==> src/rtl/booth_seq_mult_if.sv <==
// Operand/product handshake bundle for the sequential radix-4 Booth multiplier.
// The master drives operands and out_ready. The slave returns the product and status.
interface booth_seq_mult_if #(
    parameter int WIDTH = 32
);
    logic                   in_valid;
    logic                   in_ready;
    logic [WIDTH-1:0]       in_a;
    logic [WIDTH-1:0]       in_b;
    logic                   out_valid;
    logic                   out_ready;
    logic [2*WIDTH-1:0]     out_p;
    logic                   busy;

    modport master (
        output in_valid, in_a, in_b, out_ready,
        input  in_ready, out_valid, out_p, busy
    );

    modport slave (
        input  in_valid, in_a, in_b, out_ready,
        output in_ready, out_valid, out_p, busy
    );
endinterface

==> src/rtl/booth_seq_mult.sv <==
// Sequential radix-4 Booth multiplier: one partial product per cycle folded into a
// carry-save accumulator, followed by a single carry-propagate add.
module booth_seq_mult #(
    parameter int WIDTH  = 32,
    parameter bit SIGNED = 1'b1
) (
    input  logic               clk,
    input  logic               rst_n,
    booth_seq_mult_if.slave    bus
);
    localparam int P  = 2 * WIDTH;
    localparam int N  = SIGNED ? (WIDTH / 2) : (WIDTH / 2 + 1);
    localparam int CW = $clog2(N + 1);
    localparam logic [CW-1:0] LAST = CW'(N - 1);

    typedef enum logic [1:0] {
        S_IDLE,
        S_CALC,
        S_ADD,
        S_DONE
    } state_t;

    state_t           state_q;
    logic [P-1:0]     a_q;
    logic [WIDTH+2:0] b_q;
    logic [P-1:0]     sum_q;
    logic [P-1:0]     carry_q;
    logic [CW-1:0]    cnt_q;
    logic [P-1:0]     p_q;
    logic             out_valid_q;
    logic             in_ready_q;
    logic             busy_q;

    logic [P-1:0]     a_ext;
    logic [WIDTH+2:0] b_ext;
    logic             a_sign;
    logic             b_sign;

    logic [P-1:0]     mag;
    logic             neg;
    logic [P-1:0]     pp_d;
    logic [P-1:0]     maj;
    logic [P-1:0]     sum_d;
    logic [P-1:0]     carry_d;

    // Multiplier carries two extension bits on top (so the extra unsigned digit sees
    // a 0 sign) and the implicit b[-1]=0 at the bottom.
    assign a_sign = SIGNED & bus.in_a[WIDTH-1];
    assign b_sign = SIGNED & bus.in_b[WIDTH-1];
    assign a_ext  = {{WIDTH{a_sign}}, bus.in_a};
    assign b_ext  = {b_sign, b_sign, bus.in_b, 1'b0};

    // a_q is pre-shifted by 2i and b_q pre-shifted right by 2i, so the current digit
    // always sits in b_q[2:0] and its partial product needs no variable shifter.
    always_comb begin
        // NOTE: every combinational output gets a default first so no path can infer a latch.
        mag = '0;
        neg = 1'b0;
        case (b_q[2:0])
            3'b001, 3'b010: mag = a_q;
            3'b011:         mag = a_q << 1;
            3'b100: begin
                mag = a_q << 1;
                neg = 1'b1;
            end
            3'b101, 3'b110: begin
                mag = a_q;
                neg = 1'b1;
            end
            default:        mag = '0;
        endcase

        pp_d    = neg ? (~mag + P'(1)) : mag;
        sum_d   = sum_q ^ carry_q ^ pp_d;
        maj     = (sum_q & carry_q) | (sum_q & pp_d) | (carry_q & pp_d);
        carry_d = {maj[P-2:0], 1'b0};
    end

    // NOTE: sequential state uses non-blocking assignments only, so every flop samples
    // pre-edge values regardless of statement order.
    always_ff @(posedge clk or negedge rst_n) begin
        if (!rst_n) begin
            state_q     <= S_IDLE;
            a_q         <= '0;
            b_q         <= '0;
            sum_q       <= '0;
            carry_q     <= '0;
            cnt_q       <= '0;
            p_q         <= '0;
            out_valid_q <= 1'b0;
            in_ready_q  <= 1'b1;
            busy_q      <= 1'b0;
        end else begin
            case (state_q)
                S_IDLE: begin
                    if (bus.in_valid) begin
                        a_q        <= a_ext;
                        b_q        <= b_ext;
                        sum_q      <= '0;
                        carry_q    <= '0;
                        cnt_q      <= '0;
                        in_ready_q <= 1'b0;
                        busy_q     <= 1'b1;
                        state_q    <= S_CALC;
                    end
                end

                S_CALC: begin
                    sum_q   <= sum_d;
                    carry_q <= carry_d;
                    a_q     <= a_q << 2;
                    b_q     <= b_q >> 2;
                    cnt_q   <= cnt_q + CW'(1);
                    if (cnt_q == LAST) begin
                        state_q <= S_ADD;
                    end
                end

                S_ADD: begin
                    p_q         <= sum_q + carry_q;
                    out_valid_q <= 1'b1;
                    busy_q      <= 1'b0;
                    state_q     <= S_DONE;
                end

                S_DONE: begin
                    if (bus.out_ready) begin
                        out_valid_q <= 1'b0;
                        in_ready_q  <= 1'b1;
                        state_q     <= S_IDLE;
                    end
                end

                default: begin
                    state_q <= S_IDLE;
                end
            endcase
        end
    end

    assign bus.in_ready  = in_ready_q;
    assign bus.out_valid = out_valid_q;
    assign bus.out_p     = p_q;
    assign bus.busy      = busy_q;
endmodule

==> src/flat_wrapper.sv <==
// flat-port wrapper written by rule: the top's interface ports become plain ports
module booth_seq_mult_flat 
#(
    parameter int WIDTH  = 32,
    parameter bit SIGNED = 1'b1
)
  (clk, rst_n, bus_in_valid, bus_in_a, bus_in_b, bus_out_ready, bus_in_ready, bus_out_valid, bus_out_p, bus_busy);
  booth_seq_mult_if #(.WIDTH(WIDTH)) bus_i ();
  input  logic clk;
  input  logic rst_n;
  input wire logic [$bits(bus_i.in_valid)-1:0] bus_in_valid;
  input wire logic [$bits(bus_i.in_a)-1:0] bus_in_a;
  input wire logic [$bits(bus_i.in_b)-1:0] bus_in_b;
  input wire logic [$bits(bus_i.out_ready)-1:0] bus_out_ready;
  output wire logic [$bits(bus_i.in_ready)-1:0] bus_in_ready;
  output wire logic [$bits(bus_i.out_valid)-1:0] bus_out_valid;
  output wire logic [$bits(bus_i.out_p)-1:0] bus_out_p;
  output wire logic [$bits(bus_i.busy)-1:0] bus_busy;
  assign bus_i.in_valid = bus_in_valid;
  assign bus_i.in_a = bus_in_a;
  assign bus_i.in_b = bus_in_b;
  assign bus_i.out_ready = bus_out_ready;
  assign bus_in_ready = bus_i.in_ready;
  assign bus_out_valid = bus_i.out_valid;
  assign bus_out_p = bus_i.out_p;
  assign bus_busy = bus_i.busy;
  booth_seq_mult #(.WIDTH(WIDTH), .SIGNED(SIGNED)) u_core (.clk(clk), .rst_n(rst_n), .bus(bus_i));
endmodule
==> config.mk <==
export PLATFORM = sky130hd
export DESIGN_NAME = booth_seq_mult_flat
export DESIGN_NICKNAME = d
export VERILOG_FILES = /design/src/rtl/booth_seq_mult_if.sv /design/src/rtl/booth_seq_mult.sv /design/src/flat_wrapper.sv
export SDC_FILE = /design/constraint.sdc
export NUM_CORES = 1
export LEC_CHECK = 0
export ABC_AREA = 1
export CORE_AREA = 2 2 202 164
export DETAILED_ROUTE_END_ITERATION = 10
export DIE_AREA = 0 0 204 166
export DONT_BUFFER_PORTS = 1
export PLACE_DENSITY = 0.81
export REMOVE_ABC_BUFFERS = 1
export SYNTH_ARGS = -nofsm -noshare
export SYNTH_HDL_FRONTEND = slang
export SYNTH_SLANG_ARGS = --single-unit
==> constraint.sdc <==
create_clock -name clk -period 3.7 [get_ports clk]
set_input_delay 0.555 -clock clk [delete_from_list [all_inputs] [get_ports clk]]
set_output_delay 0.555 -clock clk [all_outputs]
set_load 0.01 [all_outputs]
==> run_results.csv, run 1 <==
group,metric,value,unit
routing,drtPass1Iterations,6,
routing,via_per_inst,5.94,
sta,tightest_slew,1.12,ns
routing,drtIter0Drc,1754,
die,dieArea,33900,um2
clock_tree,clk_pin_slew,0.07,ns
clock_tree,root_buffer,"clkbuf_16",
synth,synth_compound_area_frac,0.174,
global_route,grt_max_degree,300,
critical_path,r2r_cells,14,
critical_path,required,4.21,ns
critical_path,critical_path_buf_inv_count,2,
synth,synthAdderAreaFrac,0.107,
global_route,grt_pass1_wl,95300,um
clock_tree,insertion_delay,0.61,ns
routing,wirelength,60400,um
critical_path,setup.worst_path.end_class,"register",
clock_tree,cts_buffer_depth,3,
power,peakVddDrop,0.888,mV
critical_path,crit_arrival,4.04,ns
synth,synthSimpleGateAreaFrac,0.232,
die,rows,59,
synth,ys_types,47,
run_status,status,"finished with violations",
synth,syn_area_per_cell,7.48,um2
synth,synth_seq_cells,299,
cells_and_area,drive_above_1_share,0.0484,
global_route,grt_overflow,0,
global_route,track_usage,0.356,
clock_tree,cts_buffers,31,
critical_path,critPathMostFrequentCell,"nand2_1",
critical_path,cp_top_family,"simple AND/OR/NAND/NOR gates",
synth,yosysWarnings,0,
cells_and_area,finalNetCount,2911,
cells_and_area,fillers,2685,
clock_tree,htreeDepth,1,
place,numPortBuffers,0,
critical_path,start_kind,"register",
sta,setup_violations,0,
synth,synth_cells,2745,
synth,async_flop_share,1.00,
critical_path,path_class,"register to register",
clock_tree,cts_sinks,299,
global_route,grt_pass1_vias,17934,
synth,synth_edf_count,0,
critical_path,cp_slowest_cell,"fa_1",
global_route,antenna_found_initial,0,
synth,netlist_area,20500,um2
die,die_width,204,um
sta,period_share,0.953,
die,fp.dieH,166,um
cells_and_area,diodes,0,
cells_and_area,utilization,0.686,
sta,slew_headroom,0.254,
sta,period_needed,3.53,ns
critical_path,crit_path_max_fanout,59,
power,power_density,1060,nW/um2
synth,synth_top_family_by_area,"simple AND/OR/NAND/NOR gates",
critical_path,cp_cell_sequence,"inv_1 -> ha_2 -> buf_12 -> nand2_1 -> a21boi_1 -> nand2_1 -> nor2_1 -> nand2_1 -> nor2_1 -> nand3b_1 -> nand2_1 -> xor2_1 -> fa_1 -> o22ai_1",
sta,rsz0062_at_grt,"no",
synth,yosysSeqAreaShare,0.365,
die,start_util,0.641,
synth,synth_ff_type,"dfrtp_1",
sta,whs,-0.351,ns
synth,synthMuxAreaShare,0,
cells_and_area,syn_to_final_growth,7.12,%
routing,postRouteAntennaNets,0,
die,io_pins,135,
sta,finalHoldViolations,298,
critical_path,cp_slowest_stage_delay,0.48,ns
run_status,violations,"hold timing",
routing,vias,18740,
die,core,32000,um2
hold_path,hp-class,"input pin to asynchronous set/reset pin",
synth,synth_xor_xnor_area_share,0.0273,
run,cap_violations,0,
routing,drc_errors,0,
routing,routedWlPerCell,19.1,um
sta,tns,0,ns
clock_tree,cts_tree,"yes",
sta,max_freq,0.283,GHz
sta,fin_skew,0.0151,ns
critical_path,worstSetupPathDepth,14,
place,dp.final_hpwl,45600,um
place,dp.cells,3100,
place,gp_congestion,1.02,
power,p_leak,10.5,nW
cells_and_area,final_cells,3156,
sta,finalMaxSlewViolations,0,
layer usage:
| layer | GRT usage | up-vias | wire (um) |
|---|---|---|---|
| met5 | 0 | - | 0 |
| met4 | 0.109 | 0 | 2020 |
| met3 | 0.0549 | 141 | 4990 |
| met2 | 0.537 | 809 | 26200 |
| met1 | 0.530 | 8911 | 27200 |
| li1 | - | 8879 | - |
worst register-to-register path: cells and delay by family, from the launching register on:
| kind | cells | cell delay, ns |
|---|---|---|
| AO/OA/AOI/OAI | 2 | 0.59 |
| buffers and inverters | 2 | 0.31 |
| XOR/XNOR | 1 | 0.32 |
| adder cells (fa/ha/maj) | 2 | 0.81 |
| AND/OR/NAND/NOR | 7 | 0.99 |
| flip-flops | 1 | 0.40 |
power by group:
part	internal, mW	switching, mW
clock	1.95	1.38
combinational	4.66	9.41
sequential	4.73	1.18
layout make-up:
| class | count | area [um2] | share of cell area |
|---|---|---|---|
| Multi-Input combinational cell | 1939 | 11100 | 0.506 |
| Timing Repair Buffer | 23 | 223 | 0.0101 |
| Clock buffer | 43 | 891 | 0.0405 |
| Inverter | 412 | 1550 | 0.0704 |
| Clock inverter | 13 | 175 | 0.00797 |
| Sequential cell | 299 | 7480 | 0.340 |
| Tap cell | 427 | 534 | 0.0243 |
placed cells by master, fill, tap and decap left out, types with 22 or more instances in the layout:
cell,netlist,layout
a21boi_1,25,23
dfrtp_1,298,298
a22oi_1,38,38
ha_1,74,72
o21ai_0,145,145
nand2_1,707,706
nor2_1,251,248
xnor2_1,24,24
clkbuf_16,0,31
fa_1,63,63
nand3_1,125,125
inv_1,407,406
xor2_1,40,40
o221ai_1,41,41
o22ai_1,129,129
a21oi_1,106,106
a21boi_0,23,22
registers in the layout, indices dropped and copies added (netlist names):
register / count
u_core.bus.in_ready: 1
u_core.bus.busy: 1
u_core.bus.out_valid: 1
u_core.cnt_q: 5
u_core.b_q: 34
u_core.state_q: 2
u_core.a_q: 64
u_core.bus.out_p: 64
u_core.carry_q: 63
u_core.sum_q: 64
cells in the mapped netlist, drive strengths merged, types with 5 or more instances:
cell    instances  area share
o221ai         41       0.017
xnor2          24       0.010
a21boi         60       0.024
o21bai          7      0.0026
clkbuf         76       0.014
o211ai         18      0.0066
nand3         125       0.030
nand3b         15      0.0055
o22ai         129       0.039
nor3           21      0.0051
or2            11      0.0034
nor2          260       0.049
nand4          16      0.0049
buf            19      0.0063
dfrtp         298        0.36
a31oi           5      0.0015
nand2         713        0.13
inv           412       0.075
fa             63       0.061
a22oi          39       0.015
o21ai         154       0.038
xor2           40       0.017
a21oi         107       0.027
ha             74       0.045
cell families (layout without fill, tap and decap cells):
kind of cell               Yosys count  after routing
xor gates and xnor gates            64             64
adders and majority gates          137            137
DFF                                299            299
buffers and inverters              507            491
AOI/OAI and AO/OA                  569            569
and+or+nand+nor                   1169           1169
final timing paths:
kind | startpoint | endpoint | slack [ns]
hold reg to reg | u_core.b_q[3]$_DFFE_PN0P_ | u_core.b_q[3]$_DFFE_PN0P_ | 0.49
setup reg to reg | u_core.b_q[0]$_DFFE_PN0P_ | u_core.sum_q[45]$_DFFE_PN0P_ | 0.17
min in group clk | bus_out_ready | u_core.bus.out_valid$_DFFE_PN0P_ | 0.04
max in group asynchronous | rst_n | u_core.a_q[54]$_DFFE_PN0P_ | 3.56
setup / recovery | u_core.b_q[0]$_DFFE_PN0P_ | u_core.sum_q[45]$_DFFE_PN0P_ | 0.17
hold / removal | rst_n | u_core.bus.out_p[13]$_DFFE_PN0P_ | -0.35
per-stage QoR:
| stage | hold WS [ns] | instance area (um2) | setup WS [ns] | total power [mW] |
|---|---|---|---|---|
| floorplan | 0.259 | 20100 | -6.77 | 15.9 |
| global placement | 0.265 | 20900 | 0.193 | 19.2 |
| detailed placement | 0.266 | 20900 | 0.169 | 19.6 |
| CTS | -0.353 | 22000 | 0.143 | 23.0 |
| global route | -0.355 | 22000 | 0.0144 | 25.2 |
| finish | -0.351 | 22000 | 0.172 | 23.3 |
what timing repair did:
item                                    in CTS  in global routing
endpoints found under the hold margin      299                299
setup buffers                                0                  0
resized for setup                            0                  6
endpoints found under the setup margin       0                 13
Power figures use the tool's default switching activity.
==> run 2: changes to the inputs <==
--- a/config.mk
+++ b/config.mk
@@ -6,6 +6,7 @@
 export NUM_CORES = 1
 export LEC_CHECK = 0
 export ABC_AREA = 1
+export CAP_MARGIN = 20
 export CORE_AREA = 2 2 202 164
 export DETAILED_ROUTE_END_ITERATION = 10
 export DIE_AREA = 0 0 204 166
==> run_results.csv, run 2 (synthesis gave the netlist of run 1 again) <==
group,metric,value,unit
run_status,status,"finished with violations",
run_status,violations,"hold timing",
cells_and_area,final_cells,3157,
global_route,grt_max_degree,300,
sta,period_share,0.958,
critical_path,required,4.21,ns
routing,via_per_inst,5.95,
routing,drtPass1Iterations,5,
sta,fin_skew,0.0133,ns
power,peakVddDrop,0.848,mV
global_route,antenna_found_initial,0,
clock_tree,cts_buffers,31,
critical_path,start_kind,"register",
clock_tree,insertion_delay,0.60,ns
clock_tree,htreeDepth,1,
die,fp.dieH,166,um
critical_path,worst_r2r_endpoint,"u_core.sum_q[45]$_DFFE_PN0P_",
cells_and_area,multi_input_area,11100,um2
sta,max_freq,0.282,GHz
cells_and_area,ff_latch_area,7480,um2
sta,rsz0062_at_grt,"no",
sta,finalHoldViolations,298,
critical_path,crit_path_max_fanout,59,
sta,finalMaxSlewViolations,0,
die,io_pins,135,
clock_tree,cts_setup_buffers,0,
routing,drc_errors,0,
critical_path,crit_arrival,4.06,ns
routing,wirelength,60300,um
cells_and_area,final_common_cell,"nand2_1",
die,dieArea,33900,um2
place,dp.final_hpwl,45600,um
global_route,grt_pass1_wl,95300,um
die,die_width,204,um
global_route,grt_overflow,0,
die,rows,59,
critical_path,setup.worst_path.end_class,"register",
cells_and_area,final_area,22000,um2
routing,postRouteAntennaNets,0,
sta,slew_headroom,0.355,
power,power_density,1060,nW/um2
place,gp_congestion,1.02,
critical_path,r2r_cells,14,
cells_and_area,most-common-layout-cells,"nand2_1 (706), inv_1 (406), dfrtp_1 (298)",
cells_and_area,drive_above_1_share,0.0487,
cells_and_area,diodes,0,
cells_and_area,finalNetCount,2912,
place,numPortBuffers,0,
routing,drtIter0Drc,1743,
sta,tightest_slew,0.966,ns
die,start_util,0.641,
place,dp.cells,3100,
global_route,grt_pass1_vias,17934,
cells_and_area,syn_to_final_growth,7.22,%
routing,vias,18785,
hold_path,hp-class,"input pin to asynchronous set/reset pin",
run,cap_violations,0,
critical_path,path_class,"register to register",
sta,whs,-0.352,ns
sta,period_needed,3.54,ns
critical_path,r2r-start,"u_core.b_q[0]$_DFFE_PN0P_",
global_route,track_usage,0.356,
critical_path,reg2reg_slack,0.16,ns
cells_and_area,utilization,0.687,
power,total_power,23.4,mW
clock_tree,cts_tree,"yes",
sta,tns,0,ns
clock_tree,root_buffer,"clkbuf_16",
power,p_leak,10.5,nW
clock_tree,cts_sinks,299,
place,postPlaceCellArea,20900,um2
cells_and_area,fillers,2681,
clock_tree,cts_buffer_depth,3,
die,core,32000,um2
clock_tree,clk_pin_slew,0.06,ns
sta,setup_violations,0,
routing,routedWlPerCell,19.1,um
run 2: layer usage:
metal  GRT usage  part of all wire  vias up
met2       0.537              0.43      799
met1       0.530              0.45     8964
met5           0                 0        -
li1            -                 -     8882
met3      0.0549             0.080      140
met4       0.109             0.035        0
run 2: cell type report:
class,instances,area share
Tap cell,427,0.0243
Inverter,412,0.0704
Clock inverter,13,0.00796
Timing Repair Buffer,24,0.0110
Multi-Input combinational cell,1939,0.506
Sequential cell,299,0.340
Clock buffer,43,0.0405
run 2: where the power goes:
group          switching (mW)  leakage, nW  internal, mW
clock                    1.38        0.527          1.95
combinational            9.43         6.10          4.68
sequential               1.18         3.85          4.73
run 2: critical path, cell delays in order (launching register included):
cell and delay (ns):
dfrtp_1 0.40, inv_1 0.11, ha_2 0.33, buf_12 0.20, nand2_1 0.08, a21boi_1 0.34
nand2_1 0.15, nor2_1 0.22, nand3b_1 0.10, nor2_1 0.23, nand3b_1 0.12, nand2_1 0.18
xor2_1 0.33, fa_1 0.48, o22ai_1 0.15
run 2: worst max-delay path by stage:
stage	to	from	cells past startpoint	slack (ns)
final	u_core.sum_q[45]$_DFFE_PN0P_	u_core.b_q[0]$_DFFE_PN0P_	14	0.16
after global routing	u_core.sum_q[45]$_DFFE_PN0P_	u_core.b_q[0]$_DFFE_PN0P_	14	0.01
after CTS	u_core.sum_q[45]$_DFFE_PN0P_	u_core.b_q[0]$_DFFE_PN0P_	14	0.14
after detailed placement	u_core.sum_q[45]$_DFFE_PN0P_	u_core.b_q[0]$_DFFE_PN0P_	14	0.17
after global placement	u_core.sum_q[45]$_DFFE_PN0P_	u_core.b_q[0]$_DFFE_PN0P_	14	0.19
after floorplan	u_core.a_q[0]$_DFFE_PN0P_	u_core.state_q[1]$_DFFE_PN0P_	6	-6.77
run 2: repair_timing:
item / 4_1_cts / 5_1_grt
setup endpoints to repair: 0 / 13
resized for setup: 0 / 6
hold endpoints to repair: 299 / 299
run 2: per-stage QoR:
stage	hold slack (ns)	setup slack (ns)
floorplan	0.259	-6.77
detailed placement	0.266	0.169
CTS	-0.353	0.143
global placement	0.265	0.193
finish	-0.352	0.156
global route	-0.355	0.0144
